--- src/rtl/fifo_rd_adapter_pkg.sv ---
// Shared types and constants for the fifo read adapter.
// Packet framing (pkt_len/m_last) is enabled by defining FIFO_RD_ADAPTER_LAST_EN.
package fifo_rd_adapter_pkg;

    localparam int unsigned ADPT_BUF_DEPTH = 2;

    // Encoding equals the number of buffered words, so occupancy arithmetic can use it directly.
    typedef enum logic [1:0] {
        EMPTY = 2'd0,
        ONE   = 2'd1,
        TWO   = 2'd2
    } fifo_rd_occ_t;

    function automatic logic [1:0] occ_count(input fifo_rd_occ_t occ);
        return logic'(occ[1]) ? 2'd2 : {1'b0, occ[0]};
    endfunction

endpackage

--- src/rtl/fifo_rd_adapter_if.sv ---
// Fifo read port plus valid/ready stream bundle; master = adapter side, slave = fifo/sink side.
// pkt_len and m_last exist only when FIFO_RD_ADAPTER_LAST_EN is defined.
interface fifo_rd_adapter_if #(
    parameter int unsigned WORD_WDT    = 64,
    parameter int unsigned PKT_LEN_WDT = 16
);
    logic                fifo_empty;
    logic                fifo_rd;
    logic [WORD_WDT-1:0] fifo_word;
    logic                m_valid;
    logic                m_ready;
    logic [WORD_WDT-1:0] m_data;
`ifdef FIFO_RD_ADAPTER_LAST_EN
    logic [PKT_LEN_WDT-1:0] pkt_len;
    logic                   m_last;
`endif

    if (WORD_WDT < 1 || PKT_LEN_WDT < 1) begin : g_bad_width
        $error("fifo_rd_adapter_if: widths must be at least 1");
    end

    modport master (
        input  fifo_empty, fifo_word, m_ready,
        output fifo_rd, m_valid, m_data
`ifdef FIFO_RD_ADAPTER_LAST_EN
        , input pkt_len, output m_last
`endif
    );

    modport slave (
        output fifo_empty, fifo_word, m_ready,
        input  fifo_rd, m_valid, m_data
`ifdef FIFO_RD_ADAPTER_LAST_EN
        , output pkt_len, input m_last
`endif
    );

endinterface

--- src/rtl/fifo_rd_pkt_cnt.sv ---
// Beat counter for packet framing: flags the last beat of each pkt_len-beat packet.
// Instantiated only when FIFO_RD_ADAPTER_LAST_EN is defined.
module fifo_rd_pkt_cnt #(
    parameter int unsigned PKT_LEN_WDT = 16
) (
    input  logic                   clk,
    input  logic                   rst_n,
    input  logic                   pop,
    input  logic [PKT_LEN_WDT-1:0] pkt_len,
    output logic                   last
);
    logic [PKT_LEN_WDT-1:0] cnt;

    // A length of 0 or 1 makes every beat a single-beat packet.
    assign last = (pkt_len <= PKT_LEN_WDT'(1)) || (cnt == pkt_len - PKT_LEN_WDT'(1));

    always_ff @(posedge clk) begin
        if (!rst_n) begin
            cnt <= '0;
        end else if (pop) begin
            cnt <= last ? '0 : cnt + PKT_LEN_WDT'(1);
        end
    end

endmodule

--- src/rtl/fifo_rd_adapter.sv ---
// Turns a 1-cycle-latency fifo read port into a valid/ready stream via a 2-entry buffer.
// Define FIFO_RD_ADAPTER_LAST_EN to add pkt_len/m_last packet framing.
module fifo_rd_adapter
    import fifo_rd_adapter_pkg::*;
#(
    parameter int unsigned WORD_WDT    = 64,
    parameter int unsigned PKT_LEN_WDT = 16
) (
    input  logic                clk,
    input  logic                rst_n,
    fifo_rd_adapter_if.master   bus
);
    fifo_rd_occ_t        occ, occ_nxt;
    logic                rd_pend;
    logic [WORD_WDT-1:0] head, tail;
    logic                valid, pop, push;
    logic [2:0]          fill;
    logic                head_ld, head_from_tail, tail_ld;

    if (WORD_WDT < 1 || PKT_LEN_WDT < 1) begin : g_bad_width
        $error("fifo_rd_adapter: widths must be at least 1");
    end

    assign valid = rst_n & (occ != EMPTY);
    assign pop   = valid & bus.m_ready;
    assign push  = rd_pend;

    // Words held or in flight after this edge; a new read is allowed only if it still fits.
    assign fill = {1'b0, occ_count(occ)} + {2'b0, rd_pend} - {2'b0, pop};

    assign bus.fifo_rd = rst_n & ~bus.fifo_empty & (fill < 3'(ADPT_BUF_DEPTH));
    assign bus.m_valid = valid;
    assign bus.m_data  = head;

    always_ff @(posedge clk) begin
        if (!rst_n) begin
            occ     <= EMPTY;
            rd_pend <= 1'b0;
        end else begin
            occ     <= occ_nxt;
            rd_pend <= bus.fifo_rd;
        end
    end

    always_comb begin
        occ_nxt        = occ;
        head_ld        = 1'b0;
        head_from_tail = 1'b0;
        tail_ld        = 1'b0;
        case (occ)
            EMPTY: begin
                if (push) begin
                    occ_nxt = ONE;
                    head_ld = 1'b1;
                end
            end
            ONE: begin
                case ({push, pop})
                    2'b10:   begin occ_nxt = TWO; tail_ld = 1'b1; end
                    2'b01:   occ_nxt = EMPTY;
                    2'b11:   head_ld = 1'b1;
                    default: ;
                endcase
            end
            TWO: begin
                // The read throttle keeps a push from arriving into TWO without a pop.
                if (pop) begin
                    head_ld        = 1'b1;
                    head_from_tail = 1'b1;
                    if (push) tail_ld = 1'b1;
                    else      occ_nxt = ONE;
                end
            end
            default: occ_nxt = EMPTY;
        endcase
    end

    always_ff @(posedge clk) begin
        if (!rst_n) begin
            head <= '0;
            tail <= '0;
        end else begin
            if (head_ld) head <= head_from_tail ? tail : bus.fifo_word;
            if (tail_ld) tail <= bus.fifo_word;
        end
    end

`ifdef FIFO_RD_ADAPTER_LAST_EN
    logic last_beat;

    fifo_rd_pkt_cnt #(.PKT_LEN_WDT(PKT_LEN_WDT)) u_pkt_cnt (
        .clk     (clk),
        .rst_n   (rst_n),
        .pop     (pop),
        .pkt_len (bus.pkt_len),
        .last    (last_beat)
    );

    assign bus.m_last = valid & last_beat;
`endif

endmodule

--- src/flat_wrapper.sv ---
// flat-port wrapper written by rule: the top's interface ports become plain ports
module fifo_rd_adapter_flat import fifo_rd_adapter_pkg::*;
#(
    parameter int unsigned WORD_WDT    = 64,
    parameter int unsigned PKT_LEN_WDT = 16
)
  (clk, rst_n, bus_fifo_empty, bus_fifo_word, bus_m_ready, bus_fifo_rd, bus_m_valid, bus_m_data);
  fifo_rd_adapter_if #(.WORD_WDT(WORD_WDT), .PKT_LEN_WDT(PKT_LEN_WDT)) bus_i ();
  input  logic clk;
  input  logic rst_n;
  input wire logic [$bits(bus_i.fifo_empty)-1:0] bus_fifo_empty;
  input wire logic [$bits(bus_i.fifo_word)-1:0] bus_fifo_word;
  input wire logic [$bits(bus_i.m_ready)-1:0] bus_m_ready;
  output wire logic [$bits(bus_i.fifo_rd)-1:0] bus_fifo_rd;
  output wire logic [$bits(bus_i.m_valid)-1:0] bus_m_valid;
  output wire logic [$bits(bus_i.m_data)-1:0] bus_m_data;
  assign bus_i.fifo_empty = bus_fifo_empty;
  assign bus_i.fifo_word = bus_fifo_word;
  assign bus_i.m_ready = bus_m_ready;
  assign bus_fifo_rd = bus_i.fifo_rd;
  assign bus_m_valid = bus_i.m_valid;
  assign bus_m_data = bus_i.m_data;
  fifo_rd_adapter #(.WORD_WDT(WORD_WDT), .PKT_LEN_WDT(PKT_LEN_WDT)) u_core (.clk(clk), .rst_n(rst_n), .bus(bus_i));
endmodule
--- config.mk ---
export PLATFORM = sky130hd
export DESIGN_NAME = fifo_rd_adapter_flat
export DESIGN_NICKNAME = d
export VERILOG_FILES = /design/src/rtl/fifo_rd_adapter_pkg.sv /design/src/rtl/fifo_rd_adapter_if.sv /design/src/rtl/fifo_rd_pkt_cnt.sv /design/src/rtl/fifo_rd_adapter.sv /design/src/flat_wrapper.sv
export SDC_FILE = /design/constraint.sdc
export NUM_CORES = 1
export LEC_CHECK = 0
export ABC_AREA = 1
export CAP_MARGIN = 20
export CELL_PAD_IN_SITES_DETAIL_PLACEMENT = 2
export CELL_PAD_IN_SITES_GLOBAL_PLACEMENT = 2
export CORE_MARGIN = 4
export CORE_UTILIZATION = 25
export CTS_CLUSTER_SIZE = 20
export DETAILED_ROUTE_END_ITERATION = 7
export GPL_ROUTABILITY_DRIVEN = 0
export PLACE_DENSITY_LB_ADDON = 0.3
export SKIP_LAST_GASP = 1
export SYNTH_ARGS = -nofsm -noshare
export SYNTH_HDL_FRONTEND = slang
export SYNTH_HIERARCHICAL = 1
export SYNTH_SLANG_ARGS = --single-unit
--- constraint.sdc ---
create_clock -name clk -period 2.15 [get_ports clk]
set_input_delay 0.215 -clock clk [delete_from_list [all_inputs] [get_ports clk]]
set_output_delay 0.215 -clock clk [all_outputs]
set_load 0.01 [all_outputs]
==> run metrics <==
fin area between 9000 and 10,000 um2; via count about 7,200; Synth async-reset ratio 0%; n_diodes 0; yosys warns 6; Buf/Inv on CP 2; largest net degree at the start of global routing 81; Worst path max stage delay approximately 0.51 ns; Final setup viols 117; Initial DRC Count between 200 and 300; Most used DFF post-synth dfxtp_1; Synth Instances roughly 1,000; Tot Pwr roughly 0.011 W; Worst-Skew Late Latency ~0.42 ns; Worst setup SP type flip-flop; Mapped Avg Cell Area approximately 6.6 um2; Seq/Total Area, Yosys between 30% and 40%; CTS tree done; peak supply drop between 0.7 and 0.8 mV; pre-CTS setup slack -0.5264 ns; FF-to-FF path depth 10; share of the synthesized area in the top cell type between 30% and 40%; most frequent cell after synthesis nand2_1; Critical Path Source u_core/occ[1]; Fin. Hold Viols 0; Final Max Tran Viols 0; area of the multi-input gates ~3600 um2; final WL between 20,000 and 25,000 um; post-synthesis cell type count 23; FF+latch count, synth roughly 130; synth-to-layout area growth 34.02%; Die Area between 30,000 and 40,000 um2; mean number of vias per cell about 4.8; status finished with violations; grt total ovfl 0; vias in the first global route approximately 7,600; Layout Nets around 1,200; antenna-violating nets left 0; worst hold margin 0.4794 ns; CP Data Required Time roughly 1.9 ns; first-pass GRT wire length ~40,000 um; MaxCap Viol Count 0; WHS Path Cells 2; syn nets between 1,000 and 1,500; Max FO, Critical Path 3; reg2reg start u_core/occ[1]; delay-heaviest family, CP adder cells; FP Rows 60; reg2reg setup slack -0.13 ns; Clock Sinks between 100 and 150; RSZ-0062 raised after global routing yes; top cells by area, synth dfxtp_1 38%, nand2_1 14%, a21oi_1 9.4%; f_max about 0.40 GHz; worst reg2reg path endpoint u_core/bus.m_data[8]; Critical Path End bus_fifo_rd; die height roughly 170 um; WP depth 10; Fin Clk Skew between 0.01 and 0.015 ns; worst hold path class reg -> reg; Placeable Area 27,100 um2; final worst slack -0.3338 ns; synthesized area approximately 7000 um2; Worst setup EP type output pin; critical path type reg -> out; Pleak about 4 nW; slew margin rel. 42.11%; H-tree depth 4; routed len/inst around 16 um; share of layout cells above drive strength 1 8.021%; CTS clock-pin slew for the worst setup and hold paths 0.07 ns; antenna violations before repair 1; Initial Util 25.49%; Power Dens Cells approximately 1200 nW/um2; CTS Buf Count 17; violated checks negative setup slack; Crit-path slowest cell fa_1; Crit path top cell by count nor2_4; Final Cycle Share 115.5%; DP HPWL 15,140 um; Area after DPL approximately 8600 um2; clock tree buffer depth 2; Worst Path Arrival approximately 2.3 ns; fill count approximately 3,200; DRT Pass-1 Iters 4; cells along the critical path inv_4, ha_4, nor2_4, nand2_4, nor2_4, a21boi_2, fa_1, nand2_2, nor3_4, buf_2; CTS root buf clkbuf_16; number of synthesized flops with an enable pin 0; final setup TNS -6.692 ns; I/O Pins 134; Slew @ Worst Pin 0.8684 ns; Die Width ~170 um; register cell area after layout between 2000 and 3000 um2; Synth area leader dfxtp_1; Port Buffers 133; most frequent cells after synthesis 266 x nand2_1, 132 x nor2_1, 131 x dfxtp_1; Final Critical Period approximately 2.5 ns; drt drc 0; total global-route track usage ~16%
[worst reg2reg max path: cells and delay by family, from the launching register on]
| family | cells | cell delay [ns] |
|---|---|---|
| AO/OA/AOI/OAI | 1 | 0.07 |
| buffers and inverters | 4 | 0.90 |
| AND/OR/NAND/NOR | 4 | 0.74 |
| adder cells (fa/ha/maj) | 1 | 0.16 |
| flip-flops | 1 | 0.35 |
[flip-flops by register name, indices dropped and copies added, names as in the netlist]
signal / flops
u_core/bus.m_data: 64
u_core/push: 1
u_core/tail: 64
u_core/occ: 2
[logic make-up (layout without fill, tap and decap cells)]
group	Yosys count	after routing	share of synthesized area, %
and+or+nand+nor	602	602	40.07
buffers and inverters	171	275	11.05
AOI/OAI and AO/OA	132	132	9.600
DFF	131	131	37.96
adders and majority gates	6	6	1.195
xor gates and xnor gates	1	1	0.1268
[area by class of cell]
type                    instances  share of cell area (%)
clock buffers                  19                   4.784
clock inverters                13                   1.095
inverters                      72                   2.973
multi-input cells             741                   38.88
flip-flops and latches        131                   28.36
well taps                     372                   5.028
repair buffers                171                   18.88
[metal layers]
layer,global-route usage (%),share of wire (%)
met4,3.530,0.75
met5,0,0.082
met3,3.458,3.2
met2,28.12,50
met1,19.99,46
[repair_timing]
action / in CTS / in global routing
pin swaps: 6 / 6
hold buffers: 0 / 0
resized for setup: 16 / 3
endpoints found under the setup margin: 130 / 130
buffers inserted: 4 / 1
[per-stage QoR]
stage,cells,util (%)
global route,1519,34.16
detailed placement,1483,31.87
finish,1519,34.16
floorplan,1043,-
global placement,1483,31.87
CTS,1519,34.10
[worst min path at each step]
stage	end	startpoint
CTS	u_core/push	bus_fifo_empty
detailed placement	u_core/tail[59]	u_core/tail[59]
finish	u_core/bus.m_data[40]	u_core/bus.m_data[40]
global placement	u_core/tail[34]	u_core/tail[34]
floorplan	u_core/push	bus_fifo_empty
global route	u_core/push	bus_fifo_empty
[placed cells by master (no fill, tap or decap), types with 2 or more instances in the layout]
master	netlist	final
a21oi_1	130	130
buf_12	0	11
buf_2	28	2
buf_4	9	27
clkbuf_16	0	17
clkbuf_8	0	2
clkdlybuf4s50_1	0	130
clkinvlp_4	0	7
dfxtp_1	131	129
dfxtp_2	0	2
ha_1	5	2
ha_4	0	2
inv_1	70	67
inv_2	2	3
inv_4	0	2
inv_6	0	5
nand2_1	266	263
nand2_4	0	3
nand3_1	68	67
nand3b_1	64	64
nand4_1	67	67
nor2_1	132	131
nor2_4	1	2
[report_power, final]
part           switching [W]  total [W]  internal (W)
sequential          0.000264    0.00319       0.00293
combinational        0.00286    0.00476       0.00191
clock                0.00123    0.00275       0.00152
total                0.00435     0.0107       0.00636
(Power assumes the default switching activity.)
